--- src/rtl/paddle_renderer.sv ---
// Paddle renderer: tracks the visible beam from the timing strobes, moves the paddle once per
// frame from two buttons with hold-to-accelerate, and emits the registered paddle pixel.
module paddle_renderer #(
   parameter int p_SCREEN_W     = 640,
   parameter int p_SCREEN_H     = 480,
   parameter int p_PADDLE_X     = 16,
   parameter int p_PADDLE_W     = 8,
   parameter int p_PADDLE_H     = 64,
   parameter int p_SLOW_STEP    = 2,
   parameter int p_FAST_STEP    = 6,
   parameter int p_ACCEL_FRAMES = 20
) (
   input  logic       i_Clk,
   input  logic       i_Rst_n,
   input  logic       i_HBlank,
   input  logic       i_VBlank,
   input  logic       i_HReset,
   input  logic       i_VReset,
   input  logic       i_Up,
   input  logic       i_Down,
   output logic       o_Video,
   output logic [8:0] o_PaddleY
);

   localparam int c_Y_MAX  = p_SCREEN_H - p_PADDLE_H;
   localparam int c_Y_RST  = c_Y_MAX / 2;
   localparam int c_HOLD_W = $clog2(p_ACCEL_FRAMES);

   localparam logic signed [10:0] c_Y_MAX_S   = 11'(c_Y_MAX);
   localparam logic signed [10:0] c_X_LO_S    = 11'(p_PADDLE_X);
   localparam logic signed [10:0] c_X_HI_S    = 11'(p_PADDLE_X + p_PADDLE_W);
   localparam logic signed [10:0] c_SCR_W_S   = 11'(p_SCREEN_W);
   localparam logic signed [10:0] c_PAD_H_S   = 11'(p_PADDLE_H);
   localparam logic signed [10:0] c_SLOW_S    = 11'(p_SLOW_STEP);
   localparam logic signed [10:0] c_FAST_S    = 11'(p_FAST_STEP);
   localparam logic [c_HOLD_W-1:0] c_HOLD_LAST = c_HOLD_W'(p_ACCEL_FRAMES - 1);

   typedef enum logic [1:0] {IDLE = 2'd0, SLOW = 2'd1, FAST = 2'd2} state_t;
   typedef enum logic [1:0] {DIR_NONE = 2'd0, DIR_UP = 2'd1, DIR_DOWN = 2'd2} dir_t;

   logic                up_m, up_s, dn_m, dn_s;
   logic [9:0]          col;
   logic [8:0]          row;
   logic                vb_prev;
   logic                tick;
   dir_t                dir, dir_last, dir_last_nxt;
   state_t              state, state_nxt;
   logic [c_HOLD_W-1:0] hold, hold_nxt, hold_inc;
   logic [8:0]          y_nxt;
   logic signed [10:0]  col_x, row_x, y_x;
   logic                pixel_on_p0;

   // Keeps the paddle inside the playfield; clamping is purely positional.
   function automatic logic [8:0] clamp_y(input logic signed [10:0] v);
      logic signed [10:0] r;
      r = v;
      if (r < 11'sd0)
         r = 11'sd0;
      else if (r > c_Y_MAX_S)
         r = c_Y_MAX_S;
      return r[8:0];
   endfunction

   function automatic logic [8:0] move_y(input logic [8:0] y, input logic signed [10:0] step,
                                         input dir_t d);
      logic signed [10:0] y_s;
      y_s = signed'({2'b00, y});
      if (d == DIR_UP)
         return clamp_y(y_s - step);
      else if (d == DIR_DOWN)
         return clamp_y(y_s + step);
      else
         return y;
   endfunction

   always_ff @(posedge i_Clk or negedge i_Rst_n) begin
      if (!i_Rst_n) begin
         up_m <= 1'b0;
         up_s <= 1'b0;
         dn_m <= 1'b0;
         dn_s <= 1'b0;
      end else begin
         up_m <= i_Up;
         up_s <= up_m;
         dn_m <= i_Down;
         dn_s <= dn_m;
      end
   end

   // Beam counters saturate instead of wrapping so a missing strobe cannot alias the paddle.
   always_ff @(posedge i_Clk or negedge i_Rst_n) begin
      if (!i_Rst_n) begin
         col <= '0;
         row <= '0;
      end else begin
         if (i_HReset)
            col <= '0;
         else if (!i_HBlank && col != 10'h3FF)
            col <= col + 10'd1;
         if (i_VReset)
            row <= '0;
         else if (i_HReset && !i_VBlank && row != 9'h1FF)
            row <= row + 9'd1;
      end
   end

   // Stage p0: pixel hit test on the current counters.
   always_comb begin
      col_x       = signed'({1'b0, col});
      row_x       = signed'({2'b00, row});
      y_x         = signed'({2'b00, o_PaddleY});
      pixel_on_p0 = !i_HBlank && !i_VBlank
                    && col_x >= c_X_LO_S && col_x < c_X_HI_S && col_x < c_SCR_W_S
                    && row_x >= y_x && row_x < (y_x + c_PAD_H_S);
   end

   assign tick = i_VBlank & ~vb_prev;

   always_comb begin
      dir = DIR_NONE;
      if (up_s && !dn_s)
         dir = DIR_UP;
      else if (dn_s && !up_s)
         dir = DIR_DOWN;
   end

   always_comb begin
      state_nxt    = state;
      hold_nxt     = hold;
      dir_last_nxt = dir_last;
      y_nxt        = o_PaddleY;
      hold_inc     = hold + 1'b1;
      if (tick) begin
         dir_last_nxt = dir;
         unique case (state)
            IDLE: begin
               if (dir != DIR_NONE) begin
                  state_nxt = SLOW;
                  hold_nxt  = '0;
                  y_nxt     = move_y(o_PaddleY, c_SLOW_S, dir);
               end
            end
            SLOW: begin
               if (dir == DIR_NONE || dir != dir_last) begin
                  state_nxt = IDLE;
               end else begin
                  y_nxt    = move_y(o_PaddleY, c_SLOW_S, dir);
                  hold_nxt = hold_inc;
                  if (hold_inc == c_HOLD_LAST)
                     state_nxt = FAST;
               end
            end
            FAST: begin
               if (dir == DIR_NONE || dir != dir_last)
                  state_nxt = IDLE;
               else
                  y_nxt = move_y(o_PaddleY, c_FAST_S, dir);
            end
            default: state_nxt = IDLE;
         endcase
      end
   end

   // Stage p1: registered pixel and once-per-frame position/FSM update.
   always_ff @(posedge i_Clk or negedge i_Rst_n) begin
      if (!i_Rst_n) begin
         o_Video   <= 1'b0;
         o_PaddleY <= 9'(c_Y_RST);
         vb_prev   <= 1'b0;
         state     <= IDLE;
         hold      <= '0;
         dir_last  <= DIR_NONE;
      end else begin
         o_Video   <= pixel_on_p0;
         o_PaddleY <= y_nxt;
         vb_prev   <= i_VBlank;
         state     <= state_nxt;
         hold      <= hold_nxt;
         dir_last  <= dir_last_nxt;
      end
   end

endmodule

--- config.mk ---
export PLATFORM = sky130hd
export DESIGN_NAME = paddle_renderer
export DESIGN_NICKNAME = d
export VERILOG_FILES = /design/src/rtl/paddle_renderer.sv
export SDC_FILE = /design/constraint.sdc
export NUM_CORES = 1
export LEC_CHECK = 0
export CELL_PAD_IN_SITES_DETAIL_PLACEMENT = 1
export CELL_PAD_IN_SITES_GLOBAL_PLACEMENT = 1
export CORE_ASPECT_RATIO = 0.7
export CORE_UTILIZATION = 50
export CTS_CLUSTER_DIAMETER = 100
export CTS_CLUSTER_SIZE = 8
export DETAILED_ROUTE_END_ITERATION = 12
export PLACE_DENSITY = 0.95
export SLEW_MARGIN = 40
export SYNTH_ARGS = -nofsm -noshare
export SYNTH_HDL_FRONTEND = slang
export SYNTH_SLANG_ARGS = --single-unit
--- constraint.sdc ---
create_clock -name i_Clk -period 7.3 [get_ports i_Clk]
set_input_delay 1.46 -clock i_Clk [delete_from_list [all_inputs] [get_ports i_Clk]]
set_output_delay 1.46 -clock i_Clk [all_outputs]
set_load 0.05 [all_outputs]
==> summary.txt <==
Run status
  – Status: completed

Detailed routing
  – DRT iter0 DRCs: 303
  – Vias/cell: approximately 6.6
  – Met1 Wirelength: 4800 um
  – Wire length on met3: 892 um
  – Initial DRT Pass Iterations: 5
  – Remaining antenna violation count: 0
  – Max Used Layer: met4
  – Final wirelength: between 10000 and 15000 um
  – # DRC: 0
  – Vias: 3381
  – Avg WL per Cell: 21.8 um
  – Met2 WL: between 5000 and 6000 um

Floorplanning
  – Die Wd: roughly 100 um
  – Die Span Y: 71.8 um
  – Core Area: 6730 sq um
  – Rows: 25
  – Initial Util: 51.7%
  – Die area: 7290 sq um
  – Ports: 18

Power
  – Pleak: ~1.5 nW
  – P_sw: ~0.69 mW
  – Internal power: 0.594 mW
  – Clk network pwr share: 12.7%
  – Comb pwr share: 54.3%
  – Worst VDD drop: 171 uV
  – Switching share of power: 53.6%
  – PwrDens: 343 nW/um^2
  – Flop pwr share: 33.0%

Timing
  – Unrepaired setup endpoints after global routing: no
  – Slew @ Worst Pin: roughly 900 ps
  – Final Max Tran Viols: 0
  – Final setup TNS: 0 ps
  – Setup slack after layout: 3630 ps
  – Max Clock Freq: around 270 MHz
  – Slew HR: 40.2%
  – Final setup skew: between 9 and 10 ps
  – Final Hold Vio Count: 0
  – Tcrit/Tclk final: 50.2%
  – Setup-failing EPs final: 0
  – Post-route minimum period: 3670 ps

Layout
  – Register area: 1050 sq um
  – Fillers: ~820
  – Diodes inserted: 0
  – Multi-input gate area: between 2000 and 2500 sq um
  – Non-filler cells, final: 515
  – Layout cell share with drive strength beyond 1: 7.60%
  – Layout Nets: 452
  – Layout area overhead: 7.45%

Clocking
  – CTS resizes: 0
  – Clk slew on worst S/H paths: 90 ps
  – Clk sinks: 42
  – Post CTS Setup Buffer Count: 0
  – Clock Path Buffers: 2
  – Clk root buf: clkbuf_8
  – Hold_buf cts: 0
  – CTS tree: built
  – Num CTS Buffers: 5
  – CTS H-tree lvls: 2
  – Clock Latency Late Sink: just over 300 ps

Setup path
  – CP arrival: 2210 ps
  – CP startpoint: o_PaddleY[5]$_DFFE_PN0P_
  – Crit-path slowest cell: clkdlybuf4s50_1
  – Crit-path max FO: 26
  – Worst r2r dst: o_PaddleY[5]$_DFFE_PN0P_
  – Max incr delay on CP: 950 ps
  – Worst R2R Path Depth: 9
  – Cell Chain, Critical Path: clkdlybuf4s50_1
  – WP depth: 1
  – WS Path Type: flip-flop to primary output
  – Top delay family on crit path: buffers and inverters
  – R2R Setup Slk: 3910 ps
  – Crit path required time: 5840 ps
  – CP Launch Type: flip-flop
  – Worst R2R Start: o_PaddleY[1]$_DFFE_PN0P_
  – Setup crit end kind: primary output
  – CP endpoint: o_PaddleY[5]
  – Buffers & Inverters on Critical Path: 1

Worst hold path
  – Hold crit path type: flip-flop to flip-flop

Yosys
  – Register area share after synthesis: 30.3%
  – Syn avg cell area: 8.26 sq um
  – EDFF count, synth: 0
  – Cell area after synthesis: around 3500 sq um
  – Yosys warns: 0
  – Distinct cells, synth: 77
  – Most used DFF post-synth: dfrtp_1
  – Synthesized net count: 453
  – Syn Inst Count: 421
  – Ys async rst share: 100%
  – Flops & latches, synth: 42

Placement
  – Placed instance count: 507
  – Final Wtd Congestion: about 1
  – Port buffer count: 16
  – DP Worst Slack: 3580 ps
  – Detail Placement HPWL: 8040 um

GRT
  – First-pass GRT wire length: 17900 um
  – Largest net degree at the start of global routing: 43
  – Vias in the first global route: 3402
  – Initial antenna violation count: 0
  – GRT Overall Usage: approximately a third
  – Gr ovfl total: 0

Run
  – Max-cap violations: 0
-- power groups by stage --
stage | combinational [mW] | sequential [mW] | clock, mW
after CTS | 0.679 | 0.416 | 0.164
after global routing | 0.741 | 0.430 | 0.174
after floorplan | 0.480 | 0.397 | 0
after global placement | 0.637 | 0.413 | 0
after detailed placement | 0.672 | 0.420 | 0
final | 0.695 | 0.422 | 0.163
-- kinds of logic after synthesis --
logic type,after synthesis,share of synthesized area [%]
other,1,0.108
muxes,5,1.48
and+or+nand+nor,163,24.3
AOI/OAI and AO/OA,119,24.0
xor gates and xnor gates,21,5.29
adders and majority gates,24,8.64
DFF,42,30.3
buffers and inverters,46,5.83
-- flip-flops by register name, summed over array words and instances, names as in the netlist, 2 cells and up --
register and count:
col 10, row 9, o_PaddleY 8, hold 5, dir_last 2, state 2
-- layout by cell type (no fill, tap or decap), drive strengths merged, types with 4 or more instances in the layout --
cell	n
nor2	41
dfrtp	39
nand2	31
o21ai	31
ha	24
a21oi	21
inv	21
nor3	20
nand3	16
clkdlybuf4s50	15
xnor2	13
nand2b	10
nand4	9
xor2	8
a31oi	8
or3	6
a211o	6
o21a	5
clkbuf	5
nor2b	5
nor4	5
a221oi	5
and3	4
mux2i	4
o31ai	4
a22o	4
-- through the flow --
| step | utilization [%] | hold WS, ps | total power, mW | cell area (sq um) |
|---|---|---|---|---|
| 2_1_floorplan | - | 331 | 0.876 | 3480 |
| 3_3_place_gp | 54.1 | 332 | 1.05 | 3640 |
| 3_5_place_dp | 54.1 | 361 | 1.09 | 3640 |
| 4_1_cts | 55.5 | 382 | 1.26 | 3730 |
| 5_1_grt | 55.5 | 390 | 1.34 | 3730 |
| 6_report | 55.5 | 382 | 1.28 | 3730 |
-- routing by layer --
layer / vias up / GRT usage (%)
li1: 1541 / -
met2: 159 / 52.2
met3: 17 / 7.80
met5: - / 0
met4: 0 / 7.57
met1: 1664 / 43.4
-- layout make-up --
| cell class | instances | share of cell area, % |
|---|---|---|
| Timing Repair Buffer | 18 | 4.62 |
| Clock inverter | 3 | 0.670 |
| Clock buffer | 5 | 1.84 |
| Multi-Input combinational cell | 333 | 59.5 |
| Inverter | 20 | 2.01 |
| Sequential cell | 42 | 28.2 |
| Tap cell | 94 | 3.15 |
-- worst min path at each step --
stage | start | end | slack (ps) | cells past startpoint
after floorplan | dn_m$_DFF_PN0_ | dn_s$_DFF_PN0_ | 330 | 0
after global placement | up_m$_DFF_PN0_ | up_s$_DFF_PN0_ | 330 | 0
after detailed placement | up_m$_DFF_PN0_ | up_s$_DFF_PN0_ | 360 | 0
after CTS | up_m$_DFF_PN0_ | up_s$_DFF_PN0_ | 380 | 0
after global routing | up_m$_DFF_PN0_ | up_s$_DFF_PN0_ | 390 | 0
final | dn_m$_DFF_PN0_ | dn_s$_DFF_PN0_ | 380 | 0
-- synthesized netlist by cell type, drive strengths merged, types with 8 or more instances --
| cell | count | area (sq um) |
|---|---|---|
| nand4 | 9 | 56.3 |
| buf | 14 | 82.6 |
| nand2 | 31 | 116 |
| clkbuf | 12 | 45.0 |
| nor2 | 41 | 154 |
| nand3 | 16 | 85.1 |
| nor3 | 20 | 105 |
| xnor2 | 13 | 114 |
| a31oi | 8 | 50.1 |
| inv | 20 | 75.1 |
| nand2b | 10 | 62.6 |
| o21ai | 31 | 159 |
| ha | 24 | 300 |
| dfrtp | 39 | 976 |
| a21oi | 21 | 109 |
| xor2 | 8 | 70.1 |
Note: power is estimated with default switching activity, not from simulation.
